--- src/rtl/rr_arbiter4.sv ---
// Four-way round-robin arbiter: grant held until the owner releases, one idle cycle between grants.
// Optional ARB_TIMEOUT_EN revokes a grant held for MAX_HOLD cycles and pulses timeout.
module rr_arbiter4 #(
  parameter int N        = 4,
  parameter int IDX_W    = 2,
  parameter int MAX_HOLD = 8
) (
  input  logic             clk,
  input  logic             rst,
  input  logic [N-1:0]     req,
  output logic [N-1:0]     grant,
  output logic [IDX_W-1:0] grant_idx,
  output logic             grant_valid,
  output logic             timeout
);

  typedef enum logic {IDLE, GRANT} state_t;

  state_t           state;
  logic [IDX_W-1:0] ptr;
  logic [IDX_W-1:0] sel;
  logic [IDX_W-1:0] cand;
  logic             sel_found;

  // Rotating search from ptr; IDX_W-bit wrap gives the modulo-N step.
  always_comb begin
    sel       = '0;
    cand      = '0;
    sel_found = 1'b0;
    for (int unsigned i = 0; i < N; i++) begin
      cand = ptr + IDX_W'(i);
      if (!sel_found && req[cand]) begin
        sel       = cand;
        sel_found = 1'b1;
      end
    end
  end

`ifdef ARB_TIMEOUT_EN
  localparam int CNT_W = $clog2(MAX_HOLD) + 1;
  logic [CNT_W-1:0] hold_cnt;
`else
  assign timeout = 1'b0;
`endif

  always_ff @(posedge clk) begin
    if (rst) begin
      state       <= IDLE;
      grant       <= '0;
      grant_idx   <= '0;
      grant_valid <= 1'b0;
      ptr         <= '0;
`ifdef ARB_TIMEOUT_EN
      hold_cnt    <= '0;
      timeout     <= 1'b0;
`endif
    end else begin
`ifdef ARB_TIMEOUT_EN
      timeout <= 1'b0;
`endif
      case (state)
        IDLE: begin
          if (sel_found) begin
            state       <= GRANT;
            grant       <= N'(1) << sel;
            grant_idx   <= sel;
            grant_valid <= 1'b1;
`ifdef ARB_TIMEOUT_EN
            hold_cnt    <= '0;
`endif
          end
        end
        GRANT: begin
          if (!req[grant_idx]) begin
            state       <= IDLE;
            grant       <= '0;
            grant_idx   <= '0;
            grant_valid <= 1'b0;
            ptr         <= grant_idx + 1'b1;
          end
`ifdef ARB_TIMEOUT_EN
          // Counter is one behind the visible hold length, so the grant lasts exactly MAX_HOLD cycles.
          else if (hold_cnt == CNT_W'(MAX_HOLD - 1)) begin
            state       <= IDLE;
            grant       <= '0;
            grant_idx   <= '0;
            grant_valid <= 1'b0;
            ptr         <= grant_idx + 1'b1;
            timeout     <= 1'b1;
          end else begin
            hold_cnt    <= hold_cnt + 1'b1;
          end
`endif
        end
        default: state <= IDLE;
      endcase
    end
  end

endmodule
--- config.mk ---
export PLATFORM = sky130hd
export DESIGN_NAME = rr_arbiter4
export DESIGN_NICKNAME = d
export VERILOG_FILES = /design/src/rtl/rr_arbiter4.sv
export SDC_FILE = /design/constraint.sdc
export NUM_CORES = 1
export LEC_CHECK = 0
export ABC_CLOCK_PERIOD_IN_PS = 1400
export CAP_MARGIN = 20
export CORE_AREA = 5 5 42 44
export DETAILED_ROUTE_END_ITERATION = 16
export DIE_AREA = 0 0 47 49
export GPL_ROUTABILITY_DRIVEN = 1
export PLACE_DENSITY = 0.71
export REMOVE_ABC_BUFFERS = 1
export SLEW_MARGIN = 20
export SYNTH_ARGS = -nofsm -noshare
export SYNTH_HDL_FRONTEND = slang
export SYNTH_SLANG_ARGS = --single-unit
--- constraint.sdc ---
create_clock -name clk -period 1.4 [get_ports clk]
set_input_delay 0.42 -clock clk [delete_from_list [all_inputs] [get_ports clk]]
set_output_delay 0.42 -clock clk [all_outputs]
set_load 0.02 [all_outputs]
---- After elaboration in Yosys (flattened, before gate mapping) ----
Cells that the tools add are included.
storage, ports and cells
  flip-flop bits (word level) ............. 10
  input bits .............................. 6
  logic and storage cells ................. 57
  output and inout port bits .............. 8
operators by class
  equality and inequality tests ........... 2
  mux-type cells .......................... 30
  order comparisons ....................... 5
  bitwise logic cells ..................... 2
  shift operators ......................... 1
  $add $sub $neg .......................... 4
  reduce and logical (&&, ||, !) cells .... 8
operator list
  operator                                                              number
  2-bit by 3-bit < comparator with 1-bit output, second input constant  5
  1-bit two-way mux                                                     13
  2-bit two-way mux                                                     6
  1-bit binary-select mux with 2-bit select                             5
  4-bit two-way mux                                                     2
  4-bit one-hot mux with 2 select lines                                 1
  2-bit by 1-bit adder with 2-bit output, second input constant         2
  2-bit adder, second input constant                                    2
  2-bit inequality test, second input constant                          2
  1-bit one-hot mux with 2 select lines                                 2
  2-bit one-hot mux with 2 select lines                                 1
  2-bit AND reduction                                                   2
  1-bit by 2-bit << shifter with 4-bit output, first input constant     1
  1-bit logical AND                                                     3
  1-bit zero test                                                       3
  1-bit NOT                                                             2

---- Depth between registers and ports, before layout ----
  word-level depth ........................ 15
  gate-level depth with buffers ........... 4
  mapped depth without buffers ............ 4

---- Least setup slack after synthesis ----
Ideal clock, no wire load.
  path kind ............................... register -> register
  start ................................... reg grant_idx[0]
  end ..................................... reg grant[2]
  cell stages (with the launch flop) ...... 5
  setup time .............................. 0.117 ns
  path buffers ............................ 0
  path slack .............................. -0.229 ns
  arrival ................................. 1.513 ns
  period minus slack after synthesis ...... 1.629 ns
  required time ........................... 1.283 ns
  path through ............................ dfxtp_1 -> mux4_2 -> nor2_4 -> nor3_2 -> a22o_1
between the ends
  word-level cells in the longest chain between the ends .. 4
ends and longest elaborated chain
  item                                       RTL line  text
  start, declared                            12        output logic [IDX_W-1:0] grant_idx,
  start signal, assigned                     66        grant_idx <= sel;
  1-bit binary-select mux with 2-bit select  74        if (!req[grant_idx]) begin
  1-bit two-way mux (implied by the code)    74
  2-bit inequality test (no source line)     --
  2-bit AND reduction (no source line)       --
  end signal, assigned                       65        grant <= N'(1) << sel;
  end, declared                              11        output logic [N-1:0] grant,
No other way between the ends. The select of a mux whose other input is x is not followed.
A chain may end at the register's enable or synchronous reset.

---- Final worst setup path ----
  start ................................... in req[2]
  end ..................................... reg grant[3]
between the ends
  word-level cells in the longest chain between the ends .. 15
  elaborated cells on any way between the ends .. 30
  those cells by class .................... 2 x eq/ne; 1 x shift; 20 x mux; 7 x reduce/logical
ends and longest elaborated chain
  item                                         RTL line  text
  start, declared                              10        input logic [N-1:0] req,
  1-bit binary-select mux with 2-bit select    32        if (!sel_found && req[cand]) begin
  1-bit two-way mux (implied by the code)      32
  1-bit two-way mux                            32
  1-bit zero test                              32
  1-bit logical AND                            32
  1-bit two-way mux                            32
  1-bit zero test                              32
  1-bit logical AND                            32
  1-bit two-way mux                            32
  1-bit zero test                              32
  1-bit logical AND                            32
  2-bit two-way mux                            32
  1-bit by 2-bit << shifter with 4-bit output  65
  4-bit two-way mux                            63        if (sel_found) begin
  4-bit one-hot mux with 2 select lines        61        case (state)
Parallel ways exist; a longest one is shown, timed or not. The select of a mux whose other input is x is not followed.

==> flow_metrics.py <==
metrics = {
    "clocking": {
        "clkLatencyLatePin_ps": 260,
        "cts_tree": "built",
        "clock-sinks": 10,
        "cts_buffer_depth": 2,
        "cts_buffers": 3,
        "h-tree-depth": 1,
        "path_clk_slew_ps": 70,
        "cts_root_buffer": "clkbuf_4",
    },
    "final_layout": {
        "layout.cells.most_common": "buf_4",
        "multi_input_comb_area_um2": 319,
        "antennaDiodeCount": 0,
        "register_area_um2": 201,
        "area_growth_syn_to_layout_pct": 61.8,
        "nets": 93,
        "fin_cells": 102,
        "final_cell_mix": "buf_4, dfxtp_1, dlygate4sd2_1",
        "design_area_um2": 816,
        "drive_above_1_share_pct": 40.7,
        "nFillCells": 134,
    },
    "sta": {
        "finalHoldViolCount": 0,
        "rsz0062_at_grt": "true",
        "finalSetupViolations": 8,
        "period_needed_ps": 1500,
        "setup_ws_ps": -104,
        "fmax_mhz": 665,
        "min_period_over_period_pct": 107,
        "slew_viol_final": 0,
        "clock_skew_ps": 6.83,
    },
    "die": {
        "fp.dieH_um": 49,
        "die_w_um": 47,
        "core_um2": 1400,
        "rows": 14,
        "dieArea_um2": 2300,
        "io_pins": 14,
        "start_util_pct": 36.0,
    },
    "grt": {
        "track_usage_pct": 13.1,
        "overflow": 0,
        "use_met1_pct": 18.1,
        "grt_first_pass_wirelength_um": 2210,
        "grt_util_met3_pct": 3.32,
        "antenna_found_initial": 0,
        "busiest_layer": "met1",
        "grt_pass1_vias": 559,
        "grt_max_degree": 7,
        "grt_use_met2_pct": 17.9,
    },
    "synthesis": {
        "synth_top_family_by_area": "simple AND/OR/NAND/NOR gates",
        "synth-compound-area-share_pct": 21.8,
        "ys_warn_count": 0,
        "synthesis.area_um2": 504,
        "synthAdderAreaFrac_pct": 0,
        "synthSimpleGateAreaFrac_pct": 24.8,
        "yosysUniqueCellTypes": 27,
        "synth_seq_area_share_pct": 39.7,
        "synth_seq_cells": 10,
        "avgSynthCellArea_um2": 9.00,
        "synthXorXnorAreaFrac_pct": 1.74,
        "syn-instance-count": 56,
        "synth.area.mux_share_pct": 6.45,
    },
    "setup_path": {
        "cp_data_required_time_ps": 1560,
        "critPathBufInv": 1,
        "rrSetupSlack_ps": -90,
        "critPathKind": "in2reg",
        "critPathLaunchType": "input pin",
        "path_max_fanout": 5,
        "max_stage_delay_ps": 530,
        "end_kind": "flop",
        "worstPathArrival_ps": 1660,
        "r2r-end": "grant[3]",
        "slowest_stage": "mux4_2",
        "cp_top_family": "multiplexers",
        "worstPathCellList": "clkdlybuf4s15_1, mux4_2, nor2_4, nor3_4, a22o_1",
        "r2r_start": "grant_idx[0]",
        "reg2regPathDepth": 4,
    },
    "detailed_routing": {
        "ant_nets": 0,
        "drtIter0Drc": 7,
        "viasPerCell": 5.01,
        "first_pass_iters": 4,
        "vias": 511,
        "postRouteWirelength_um": 1310,
        "wl_per_cell_um": 12.9,
        "drc": 0,
    },
    "placement": {
        "dp_hpwl_um": 988,
        "placed_cells": 98,
        "io_buffers": 12,
        "dpl-instance-area_um2": 752,
        "routabilityCongestion": 0.738,
    },
    "job": {
        "maxCapViolCount": 0,
    },
    "pwr": {
        "irDropWorstVdd_mv": 0.552,
        "p_per_area_nw_per_um2": 1050,
        "p_leak_nw": 0.352,
    },
    "hold_path": {
        "hold_depth": 2,
        "min-delay-path-class": "reg2reg",
        "hold_end": "grant_valid",
        "min_from": "grant_valid",
    },
    "run_status": {
        "violations": "setup timing",
        "status": "finished with violations",
    },
}
## logic make-up after synthesis
group | after synthesis
buf+inv | 5
xor+xnor | 1
flops | 10
simple gates | 21
compound gates | 16
mux | 2
other cells | 1
## per-layer routing
metal	share of wire [%]	routed length, um
met1	47	613
met2	45	593
met3	5.3	69
met4	2.6	34
met5	0	0
## what timing repair did
| item | in CTS | in global routing |
|---|---|---|
| endpoints found under the hold margin | 0 | 0 |
| gates resized for setup | 25 | 6 |
| hold buffers | 0 | 0 |
| setup buffers | 0 | 0 |
| pin swaps | 6 | 2 |
| endpoints found under the setup margin | 17 | 12 |
## sequential cells by signal, summed over array words and instances, names as in the netlist
name and flops:
grant 4, grant_idx 2, grant_valid 1, ptr 2, state 1
## cell usage after synthesis
| master | count | area share (%) |
|---|---|---|
| nor2b_1 | 1 | 1.2 |
| xnor2_1 | 1 | 1.7 |
| or2_2 | 1 | 1.2 |
| nor4_1 | 2 | 2.5 |
| clkbuf_2 | 1 | 0.99 |
| buf_4 | 1 | 1.5 |
| o2bb2ai_1 | 2 | 3.5 |
| mux4_2 | 1 | 4.5 |
| or3_1 | 1 | 1.2 |
| mux2i_1 | 1 | 2.0 |
| nand2_1 | 3 | 2.2 |
| o21ba_2 | 1 | 2.0 |
| a211oi_1 | 1 | 1.5 |
| a311oi_1 | 1 | 1.7 |
| a22o_1 | 2 | 3.5 |
| nor2_4 | 1 | 2.2 |
| nor2_1 | 4 | 3.0 |
| inv_1 | 3 | 2.2 |
| a21o_2 | 1 | 1.7 |
| nand2b_1 | 3 | 3.7 |
| dfxtp_1 | 10 | 40 |
| conb_1 | 1 | 0.74 |
| nor3_1 | 3 | 3.0 |
| a21oi_1 | 5 | 5.0 |
| o21ai_0 | 3 | 3.0 |
| nor4_2 | 1 | 2.5 |
| nor3_2 | 1 | 2.0 |
## worst min-delay path: cells and delay by family (launching register included)
kind | cells | cell delay [ps]
AOI/OAI and AO/OA | 2 | 130
DFF | 1 | 310
## layout make-up
cell class / instances / area share, %
sequential: 10 / 24.7
tap: 16 / 2.45
multi-input combinational: 41 / 39.1
timing repair buffer: 28 / 27.9
clock buffer: 4 / 4.45
inverter: 3 / 1.38
## through the flow
stage	power (mW)	hold WS (ps)	worst slack (ps)	util [%]	setup TNS (ps)
3_3_place_gp	0.595	456	-569	53.7	-5200
5_1_grt	0.913	500	-145	58.2	-835
2_1_floorplan	0.462	465	-229	-	-1330
4_1_cts	0.864	483	-113	58.1	-545
3_5_place_dp	0.597	461	-596	53.7	-5380
6_report	0.855	479	-104	58.2	-447
## worst max-delay path by stage
stage | from | to | cells after the start | slack, ps
CTS | grant_idx[0] | grant[3] | 4 | -110
global placement | req[0] | grant[2] | 5 | -570
floorplan | grant_idx[0] | grant[2] | 4 | -230
detailed placement | req[0] | grant[2] | 5 | -600
finish | req[2] | grant[3] | 5 | -100
global route | grant_idx[0] | grant[3] | 4 | -140
## power by group
| group | internal, mW | leakage [nW] | switching (mW) |
|---|---|---|---|
| combinational | 0.130 | 0.248 | 0.134 |
| sequential | 0.313 | 0.0827 | 0.0205 |
| clock | 0.158 | 0.0210 | 0.0999 |
| total | 0.600 | 0.352 | 0.255 |
Power figures use the tool's default switching activity.
